**src/rtl/hsv_core_pkg.sv**
```systemverilog
// Shared types and defaults for the core memory stage.
package hsv_core_pkg;

    localparam int unsigned PENDING_FIFO_DEPTH_DEFAULT = 8;
    localparam int unsigned COUNTER_WIDTH_DEFAULT = $clog2(PENDING_FIFO_DEPTH_DEFAULT) + 2;

    typedef logic signed [COUNTER_WIDTH_DEFAULT-1:0] mem_counter;
    typedef logic [31:0] word;

endpackage

```
**src/rtl/hsv_core_mem_pending_if.sv**
```systemverilog
// Issue/response bookkeeping bundle between the dmem request logic and the pending tracker.
interface hsv_core_mem_pending_if
    import hsv_core_pkg::*;
#(
    parameter int unsigned DEPTH = PENDING_FIFO_DEPTH_DEFAULT
);

    logic                  pending_reads_up;
    word                   pending_read_address;
    logic                  pending_writes_up;
    word                   pending_write_address;
    logic                  read_done;
    logic                  write_done;
    logic                  pending_reads_stall;
    logic                  pending_writes_stall;
    word  [DEPTH-1:0]      pending_reads_peek;
    logic [DEPTH-1:0]      pending_reads_peek_valid;
    word  [DEPTH-1:0]      pending_writes_peek;
    logic [DEPTH-1:0]      pending_writes_peek_valid;

    modport master (
        output pending_reads_up, pending_read_address, pending_writes_up, pending_write_address,
        output read_done, write_done,
        input  pending_reads_stall, pending_writes_stall,
        input  pending_reads_peek, pending_reads_peek_valid,
        input  pending_writes_peek, pending_writes_peek_valid
    );

    modport slave (
        input  pending_reads_up, pending_read_address, pending_writes_up, pending_write_address,
        input  read_done, write_done,
        output pending_reads_stall, pending_writes_stall,
        output pending_reads_peek, pending_reads_peek_valid,
        output pending_writes_peek, pending_writes_peek_valid
    );

endinterface

```
**src/rtl/hsv_core_mem_pending_fifo.sv**
```systemverilog
// Circular address FIFO with per-slot peek, occupancy vector, count, full flag and
// an underflow pulse raised when a pop arrives while empty.
module hsv_core_mem_pending_fifo
    import hsv_core_pkg::*;
#(
    parameter int unsigned Depth      = PENDING_FIFO_DEPTH_DEFAULT,
    parameter int unsigned CountWidth = $clog2(Depth) + 2
) (
    input  logic                  clk_i,
    input  logic                  rst_i,
    input  logic                  push_i,
    input  word                   push_addr_i,
    input  logic                  pop_i,
    output word  [Depth-1:0]      peek_o,
    output logic [Depth-1:0]      peek_valid_o,
    output logic [CountWidth-1:0] count_o,
    output logic                  full_o,
    output logic                  underflow_o
);

    localparam int unsigned PtrWidth = $clog2(Depth);

    logic [PtrWidth-1:0]   wr_ptr_q, wr_ptr_d;
    logic [PtrWidth-1:0]   rd_ptr_q, rd_ptr_d;
    logic [Depth-1:0]      valid_q, valid_d;
    logic [CountWidth-1:0] count_q, count_d;
    word  [Depth-1:0]      addr_q;
    logic                  full, empty, push_ok, pop_ok;

    always_comb begin
        full    = (count_q == CountWidth'(Depth));
        empty   = (count_q == '0);
        pop_ok  = pop_i & ~empty;
        // A push into a full FIFO is accepted only when a pop frees the slot in the same cycle.
        push_ok = push_i & (~full | pop_ok);

        valid_d  = valid_q;
        wr_ptr_d = wr_ptr_q;
        rd_ptr_d = rd_ptr_q;
        count_d  = count_q;
        if (pop_ok) begin
            valid_d[rd_ptr_q] = 1'b0;
            rd_ptr_d          = rd_ptr_q + PtrWidth'(1);
        end
        if (push_ok) begin
            valid_d[wr_ptr_q] = 1'b1;
            wr_ptr_d          = wr_ptr_q + PtrWidth'(1);
        end
        if (push_ok && !pop_ok) begin
            count_d = count_q + CountWidth'(1);
        end else if (pop_ok && !push_ok) begin
            count_d = count_q - CountWidth'(1);
        end
    end

    always_ff @(posedge clk_i or posedge rst_i) begin
        if (rst_i) begin
            wr_ptr_q <= '0;
            rd_ptr_q <= '0;
            valid_q  <= '0;
            count_q  <= '0;
        end else begin
            wr_ptr_q <= wr_ptr_d;
            rd_ptr_q <= rd_ptr_d;
            valid_q  <= valid_d;
            count_q  <= count_d;
        end
    end

    // Address storage is qualified by valid_q, so it needs no reset.
    always_ff @(posedge clk_i) begin
        if (push_ok) begin
            addr_q[wr_ptr_q] <= push_addr_i;
        end
    end

    assign peek_o       = addr_q;
    assign peek_valid_o = valid_q;
    assign count_o      = count_q;
    assign full_o       = full;
    assign underflow_o  = pop_i & empty;

endmodule

```
**src/rtl/hsv_core_mem_pending.sv**
```systemverilog
// Outstanding dmem transaction tracker: read/write pending FIFOs, write credit balance,
// fence readiness and flush quiescence handshake.
module hsv_core_mem_pending
    import hsv_core_pkg::*;
#(
    parameter int unsigned PENDING_FIFO_DEPTH = PENDING_FIFO_DEPTH_DEFAULT,
    parameter int unsigned COUNTER_WIDTH      = $clog2(PENDING_FIFO_DEPTH) + 2
) (
    input  logic                            clk_core,
    input  logic                            rst_core,
    input  logic                            flush,
    input  logic                            flush_req,
    output logic                            flush_ack,
    input  logic                            commit_write,
    input  logic                            write_balance_down,
    output logic        [COUNTER_WIDTH-1:0] pending_reads,
    output logic        [COUNTER_WIDTH-1:0] pending_writes,
    output logic signed [COUNTER_WIDTH-1:0] write_balance,
    output logic                            fence_ready,
    output logic                            protocol_error,
    hsv_core_mem_pending_if.slave           mem
);

    logic                            read_underflow, write_underflow;
    logic signed [COUNTER_WIDTH-1:0] write_balance_q, write_balance_d;
    logic                            flush_ack_q, flush_ack_d;
    logic                            protocol_error_q, protocol_error_d;
    // Flush leaves all bookkeeping intact: in-flight responses and owed writes still drain.
    logic                            flush_unused;

    assign flush_unused = flush;

    hsv_core_mem_pending_fifo #(
        .Depth      (PENDING_FIFO_DEPTH),
        .CountWidth (COUNTER_WIDTH)
    ) u_read_fifo (
        .clk_i        (clk_core),
        .rst_i        (rst_core),
        .push_i       (mem.pending_reads_up),
        .push_addr_i  (mem.pending_read_address),
        .pop_i        (mem.read_done),
        .peek_o       (mem.pending_reads_peek),
        .peek_valid_o (mem.pending_reads_peek_valid),
        .count_o      (pending_reads),
        .full_o       (mem.pending_reads_stall),
        .underflow_o  (read_underflow)
    );

    hsv_core_mem_pending_fifo #(
        .Depth      (PENDING_FIFO_DEPTH),
        .CountWidth (COUNTER_WIDTH)
    ) u_write_fifo (
        .clk_i        (clk_core),
        .rst_i        (rst_core),
        .push_i       (mem.pending_writes_up),
        .push_addr_i  (mem.pending_write_address),
        .pop_i        (mem.write_done),
        .peek_o       (mem.pending_writes_peek),
        .peek_valid_o (mem.pending_writes_peek_valid),
        .count_o      (pending_writes),
        .full_o       (mem.pending_writes_stall),
        .underflow_o  (write_underflow)
    );

    always_comb begin
        write_balance_d = write_balance_q;
        if (commit_write && !write_balance_down) begin
            write_balance_d = write_balance_q + COUNTER_WIDTH'(1);
        end else if (write_balance_down && !commit_write) begin
            write_balance_d = write_balance_q - COUNTER_WIDTH'(1);
        end

        flush_ack_d = flush_req & (pending_reads == '0) & (pending_writes == '0) &
                      (write_balance_q[COUNTER_WIDTH-1] | (write_balance_q == '0));

        protocol_error_d = protocol_error_q | read_underflow | write_underflow;
    end

    always_ff @(posedge clk_core or posedge rst_core) begin
        if (rst_core) begin
            write_balance_q  <= '0;
            flush_ack_q      <= 1'b0;
            protocol_error_q <= 1'b0;
        end else begin
            write_balance_q  <= write_balance_d;
            flush_ack_q      <= flush_ack_d;
            protocol_error_q <= protocol_error_d;
        end
    end

    assign write_balance  = write_balance_q;
    assign flush_ack      = flush_ack_q;
    assign protocol_error = protocol_error_q;
    assign fence_ready    = (pending_reads == '0) & (pending_writes == '0);

endmodule

```
**src/flat_wrapper.sv**
```systemverilog
// flat-port wrapper written by rule: the top's interface ports become plain ports
module hsv_core_mem_pending_flat import hsv_core_pkg::*;
#(
    parameter int unsigned PENDING_FIFO_DEPTH = PENDING_FIFO_DEPTH_DEFAULT,
    parameter int unsigned COUNTER_WIDTH      = $clog2(PENDING_FIFO_DEPTH) + 2
)
  (clk_core, rst_core, flush, flush_req, flush_ack, commit_write, write_balance_down, pending_reads, pending_writes, write_balance, fence_ready, protocol_error, mem_pending_reads_up, mem_pending_read_address, mem_pending_writes_up, mem_pending_write_address, mem_read_done, mem_write_done, mem_pending_reads_stall, mem_pending_writes_stall, mem_pending_reads_peek, mem_pending_reads_peek_valid, mem_pending_writes_peek, mem_pending_writes_peek_valid);
  hsv_core_mem_pending_if #(.DEPTH((8))) mem_i ();
  input  logic clk_core;
  input  logic rst_core;
  input  logic flush;
  input  logic flush_req;
  output logic flush_ack;
  input  logic commit_write;
  input  logic write_balance_down;
  output logic        [COUNTER_WIDTH-1:0] pending_reads;
  output logic        [COUNTER_WIDTH-1:0] pending_writes;
  output logic signed [COUNTER_WIDTH-1:0] write_balance;
  output logic fence_ready;
  output logic protocol_error;
  input wire logic [$bits(mem_i.pending_reads_up)-1:0] mem_pending_reads_up;
  input wire logic [$bits(mem_i.pending_read_address)-1:0] mem_pending_read_address;
  input wire logic [$bits(mem_i.pending_writes_up)-1:0] mem_pending_writes_up;
  input wire logic [$bits(mem_i.pending_write_address)-1:0] mem_pending_write_address;
  input wire logic [$bits(mem_i.read_done)-1:0] mem_read_done;
  input wire logic [$bits(mem_i.write_done)-1:0] mem_write_done;
  output wire logic [$bits(mem_i.pending_reads_stall)-1:0] mem_pending_reads_stall;
  output wire logic [$bits(mem_i.pending_writes_stall)-1:0] mem_pending_writes_stall;
  output wire logic [$bits(mem_i.pending_reads_peek)-1:0] mem_pending_reads_peek;
  output wire logic [$bits(mem_i.pending_reads_peek_valid)-1:0] mem_pending_reads_peek_valid;
  output wire logic [$bits(mem_i.pending_writes_peek)-1:0] mem_pending_writes_peek;
  output wire logic [$bits(mem_i.pending_writes_peek_valid)-1:0] mem_pending_writes_peek_valid;
  assign mem_i.pending_reads_up = mem_pending_reads_up;
  assign mem_i.pending_read_address = mem_pending_read_address;
  assign mem_i.pending_writes_up = mem_pending_writes_up;
  assign mem_i.pending_write_address = mem_pending_write_address;
  assign mem_i.read_done = mem_read_done;
  assign mem_i.write_done = mem_write_done;
  assign mem_pending_reads_stall = mem_i.pending_reads_stall;
  assign mem_pending_writes_stall = mem_i.pending_writes_stall;
  assign mem_pending_reads_peek = mem_i.pending_reads_peek;
  assign mem_pending_reads_peek_valid = mem_i.pending_reads_peek_valid;
  assign mem_pending_writes_peek = mem_i.pending_writes_peek;
  assign mem_pending_writes_peek_valid = mem_i.pending_writes_peek_valid;
  hsv_core_mem_pending #(.PENDING_FIFO_DEPTH(PENDING_FIFO_DEPTH), .COUNTER_WIDTH(COUNTER_WIDTH)) u_core (.clk_core(clk_core), .rst_core(rst_core), .flush(flush), .flush_req(flush_req), .flush_ack(flush_ack), .commit_write(commit_write), .write_balance_down(write_balance_down), .pending_reads(pending_reads), .pending_writes(pending_writes), .write_balance(write_balance), .fence_ready(fence_ready), .protocol_error(protocol_error), .mem(mem_i));
endmodule
```
**config.mk**
```make
export PLATFORM = sky130hd
export DESIGN_NAME = hsv_core_mem_pending_flat
export DESIGN_NICKNAME = d
export VERILOG_FILES = /design/src/rtl/hsv_core_pkg.sv /design/src/rtl/hsv_core_mem_pending_if.sv /design/src/rtl/hsv_core_mem_pending_fifo.sv /design/src/rtl/hsv_core_mem_pending.sv /design/src/flat_wrapper.sv
export SDC_FILE = /design/constraint.sdc
export NUM_CORES = 1
export LEC_CHECK = 0
export CORE_AREA = 4 4 243 245
export DETAILED_ROUTE_END_ITERATION = 16
export DIE_AREA = 0 0 247 249
export SLEW_MARGIN = 20
export SYNTH_ARGS = -nofsm -noshare
export SYNTH_HDL_FRONTEND = slang
export SYNTH_SLANG_ARGS = --single-unit
```
**constraint.sdc**
```tcl
create_clock -name clk_core -period 3.3 [get_ports clk_core]
set_input_delay 0.99 -clock clk_core [delete_from_list [all_inputs] [get_ports clk_core]]
set_output_delay 0.99 -clock clk_core [all_outputs]
set_load 0.02 [all_outputs]
```
==> flow_summary.json <==
{
  "io_buffer_count": 620,
  "avgSynthCellArea_um2": 23.72,
  "worstPathMaxFanout": 5,
  "gp_congestion": 0.8585,
  "crit_chain": "or4_4 -> nand2b_4 -> nor2_1 -> clkdlybuf4s15_2",
  "fmax_mhz": 312.1,
  "grt_first_pass_wirelength_um": 73200,
  "grt_pass1_vias": 9786,
  "yosys_warnings": 0,
  "fill_cells": 4683,
  "drc": 0,
  "cts_buffers": 57,
  "synth-simple-area-share_pct": 2.343,
  "io_pins": 622,
  "clock_latency_ns": 0.61,
  "synthMuxAreaShare_pct": 0.3928,
  "ant_nets": 0,
  "die_w_um": 247,
  "antenna_found_initial": 2,
  "setup_viol": 0,
  "clock_skew_ns": 0.01802,
  "grt_max_degree": 33,
  "min_period_over_period_pct": 97.11,
  "path_class": "register to output port",
  "cts_max_level": 2,
  "ctsResizeCount": 4,
  "cp-end-kind": "output port",
  "min_period_ns": 3.205,
  "synth_compound_area_share_pct": 1.887,
  "max_stage_delay_ns": 0.59,
  "drt-total-wl_um": 52240,
  "grt_overflow": 0,
  "ys_ff_latch": 557,
  "status": "complete, no violations",
  "core_area_um2": 57140,
  "finalSetupTns_ns": 0,
  "cts-root-buf": "clkbuf_16",
  "mappedNetlistNets": 846,
  "min_path_type": "register to register",
  "synth_area_leaders": "edfxtp_1 86%, dfrtp_1 6.3%, ha_1 1.2%",
  "row_count": 88,
  "yosys.cell_count.top_type": "edfxtp_1",
  "areaGrowthSynthToFinish_pct": 53.60,
  "power_per_cell_area_nw_per_um2": 755.4,
  "ys_async_sr_fraction_pct": 8.079,
  "cts_tree": "yes",
  "synth_ff_type": "edfxtp_1",
  "drtPass1Iterations": 4,
  "slew_headroom_pct": 54.55,
  "clock_power_share_pct": 30.3,
  "cts_buffer_depth": 3,
  "synthCells": 752,
  "internal-power_mw": 14.64,
  "cp.required_ns": 2.31,
  "grt.total_usage_pct": 16.30,
  "maxCapViolations": 0,
  "postCtsSetupBuffers": 0,
  "hold_violations": 0,
  "dieArea_um2": 61500,
  "leakage_nw": 9.300,
  "p_sw_mw": 6.052,
  "via_per_inst": 4.339,
  "wl_per_cell_um": 23.01,
  "die_h_um": 249,
  "p_sw_share_pct": 29.25,
  "synth.distinct_cells": 42,
  "dpl_cell_area_um2": 25530,
  "drt_iter0_drc": 488,
  "rsz0062_at_grt": "no",
  "synth_top_area_cell": "edfxtp_1",
  "ir_drop_mv": 0.4597,
  "synth_top_family_by_area": "simple AND/OR/NAND/NOR gates",
  "num_vias": 9850,
  "seqPwrFrac_pct": 45.7,
  "cts_sinks": 557,
  "synth_commonest_cells": "512 x edfxtp_1, 45 x dfrtp_1, 23 x nand2_1, 23 x o21ai_0, 19 x nor2_1",
  "clkSlewWorstSetupHoldPaths_ns": 0.06,
  "synthesis.area_um2": 17840,
  "synth_edf_count": 512,
  "comb_power_share_pct": 24.0,
  "start_util_pct": 31.21,
  "place_hpwl_um": 36640,
  "final_cell_area_um2": 27400,
  "synthAdderAreaFrac_pct": 1.529,
  "worst_pin_slew_ns": 0.6808,
  "worst_setup_path_start_kind": "register",
  "crit_slowest_cell": "or4_4",
  "nets": 1549,
  "synth.top_cell.area_share_pct": 86.20,
  "synth-xor-area-share_pct": 0.9330,
  "ys_seq_area_share_pct": 92.51,
  "ctsHoldBuffers": 0,
  "drv_slew": 0,
  "layout-drive-gt1-share_pct": 10.17,
  "arrival_ns": 2.21
}
## final timing paths
path,start,end,slack (ns),cells after the start
max,u_core.u_write_fifo.count_o[0],fence_ready,0.1,4
min,u_core.protocol_error,u_core.protocol_error,0.49,1
max reg2reg,u_core.u_read_fifo.count_o[0],u_core.u_read_fifo.count_o[4],0.52,10
min reg2reg,u_core.protocol_error,u_core.protocol_error,0.49,1
max in group asynchronous,rst_core,u_core.u_read_fifo.count_o[2],1.88,3
min in group asynchronous,rst_core,u_core.u_read_fifo.peek_valid_o[3],0.82,2
## cell families (layout without fill, tap and decap cells)
family / Yosys count / in the layout
AO/OA/AOI/OAI: 52 / 52
XOR/XNOR: 19 / 19
adder cells (fa/ha/maj): 20 / 20
buffers and inverters: 16 / 768
flip-flops: 557 / 557
multiplexers: 6 / 6
other: 0 / 1
AND/OR/NAND/NOR: 82 / 82
## sequential cells by signal (all words and copies together), names as in the netlist
register	flops
u_core.flush_ack	1
u_core.u_read_fifo.peek_o	256
u_core.u_read_fifo.rd_ptr_q	3
u_core.u_read_fifo.peek_valid_o	8
u_core.u_write_fifo.peek_valid_o	8
u_core.u_write_fifo.rd_ptr_q	3
u_core.u_read_fifo.count_o	5
u_core.u_read_fifo.wr_ptr_q	3
u_core.write_balance	5
u_core.protocol_error	1
u_core.u_write_fifo.peek_o	256
u_core.u_write_fifo.count_o	5
u_core.u_write_fifo.wr_ptr_q	3
## final cells by class
class                           instances  area, um2  share of cell area [%]
Inverter                                9      33.78                  0.1233
Antenna cell                            1      2.502                0.009135
Sequential cell                       557      16500                   60.24
Multi-Input combinational cell        179       1398                   5.102
Timing Repair Buffer                  651       6654                   24.29
Clock inverter                         41      362.8                   1.325
Tap cell                              765      957.2                   3.494
Clock buffer                           67       1485                   5.421
## cells in the final DEF, fill, tap and decap left out, types with 2 or more instances in the layout
master and n:
a21o_1 2, a21oi_1 8, and3_1 2, buf_12 17, buf_4 14, bufinv_16 5
clkbuf_1 9, clkbuf_16 58, clkdlybuf4s50_1 617, clkinv_1 11, clkinv_2 17, clkinv_4 2
clkinvlp_4 2, dfrtp_1 44, edfxtp_1 512, fa_1 3, ha_1 17, inv_1 8
inv_6 2, mux2_2 4, nand2_1 23, nand2b_1 8, nand3_1 8, nand4_1 4
nor2_1 5, nor2_4 14, nor2b_1 3, nor3_4 2, o21ai_0 23, o21bai_1 2
o2bb2ai_1 5, o31ai_1 6, o41ai_1 2, or2_2 2, or4_4 2, xnor2_1 14
xor2_1 5
## stage by stage
| stage | power (mW) | hold WS (ns) | cells | util (%) | worst slack [ns] |
|---|---|---|---|---|---|
| floorplan | 11.78 | 0.4804 | 752 | - | -0.2310 |
| global placement | 14.54 | 0.4677 | 2161 | 44.68 | -0.03728 |
| detailed placement | 14.62 | 0.4617 | 2161 | 44.68 | -0.02859 |
| CTS | 20.96 | 0.4913 | 2269 | 47.92 | 0.01492 |
| global route | 21.57 | 0.5162 | 2270 | 47.94 | 0.009633 |
| finish | 20.69 | 0.4908 | 2270 | 47.94 | 0.09547 |
## critical path, delay by kind of cell (launching register included)
family | cells | cell delay [ns]
simple gates | 3 | 0.88
flops | 1 | 0.46
buf+inv | 1 | 0.28
## per-layer routing
| metal | global-route usage (%) | up-vias | share of wire (%) |
|---|---|---|---|
| li1 | - | 4378 | - |
| met1 | 18.17 | 4991 | 36 |
| met2 | 29.05 | 381 | 53 |
| met3 | 4.812 | 100 | 7.5 |
| met4 | 6.598 | 0 | 4.0 |
| met5 | 0 | - | 0 |
## power groups by stage
| stage | combinational, mW | clock [mW] | sequential, mW |
|---|---|---|---|
| floorplan | 1.21 | 0 | 10.6 |
| global placement | 4.98 | 0 | 9.57 |
| detailed placement | 5.04 | 0 | 9.58 |
| CTS | 5.05 | 6.46 | 9.46 |
| global route | 5.25 | 6.76 | 9.56 |
| finish | 4.96 | 6.28 | 9.46 |
Power figures use the tool's default switching activity.
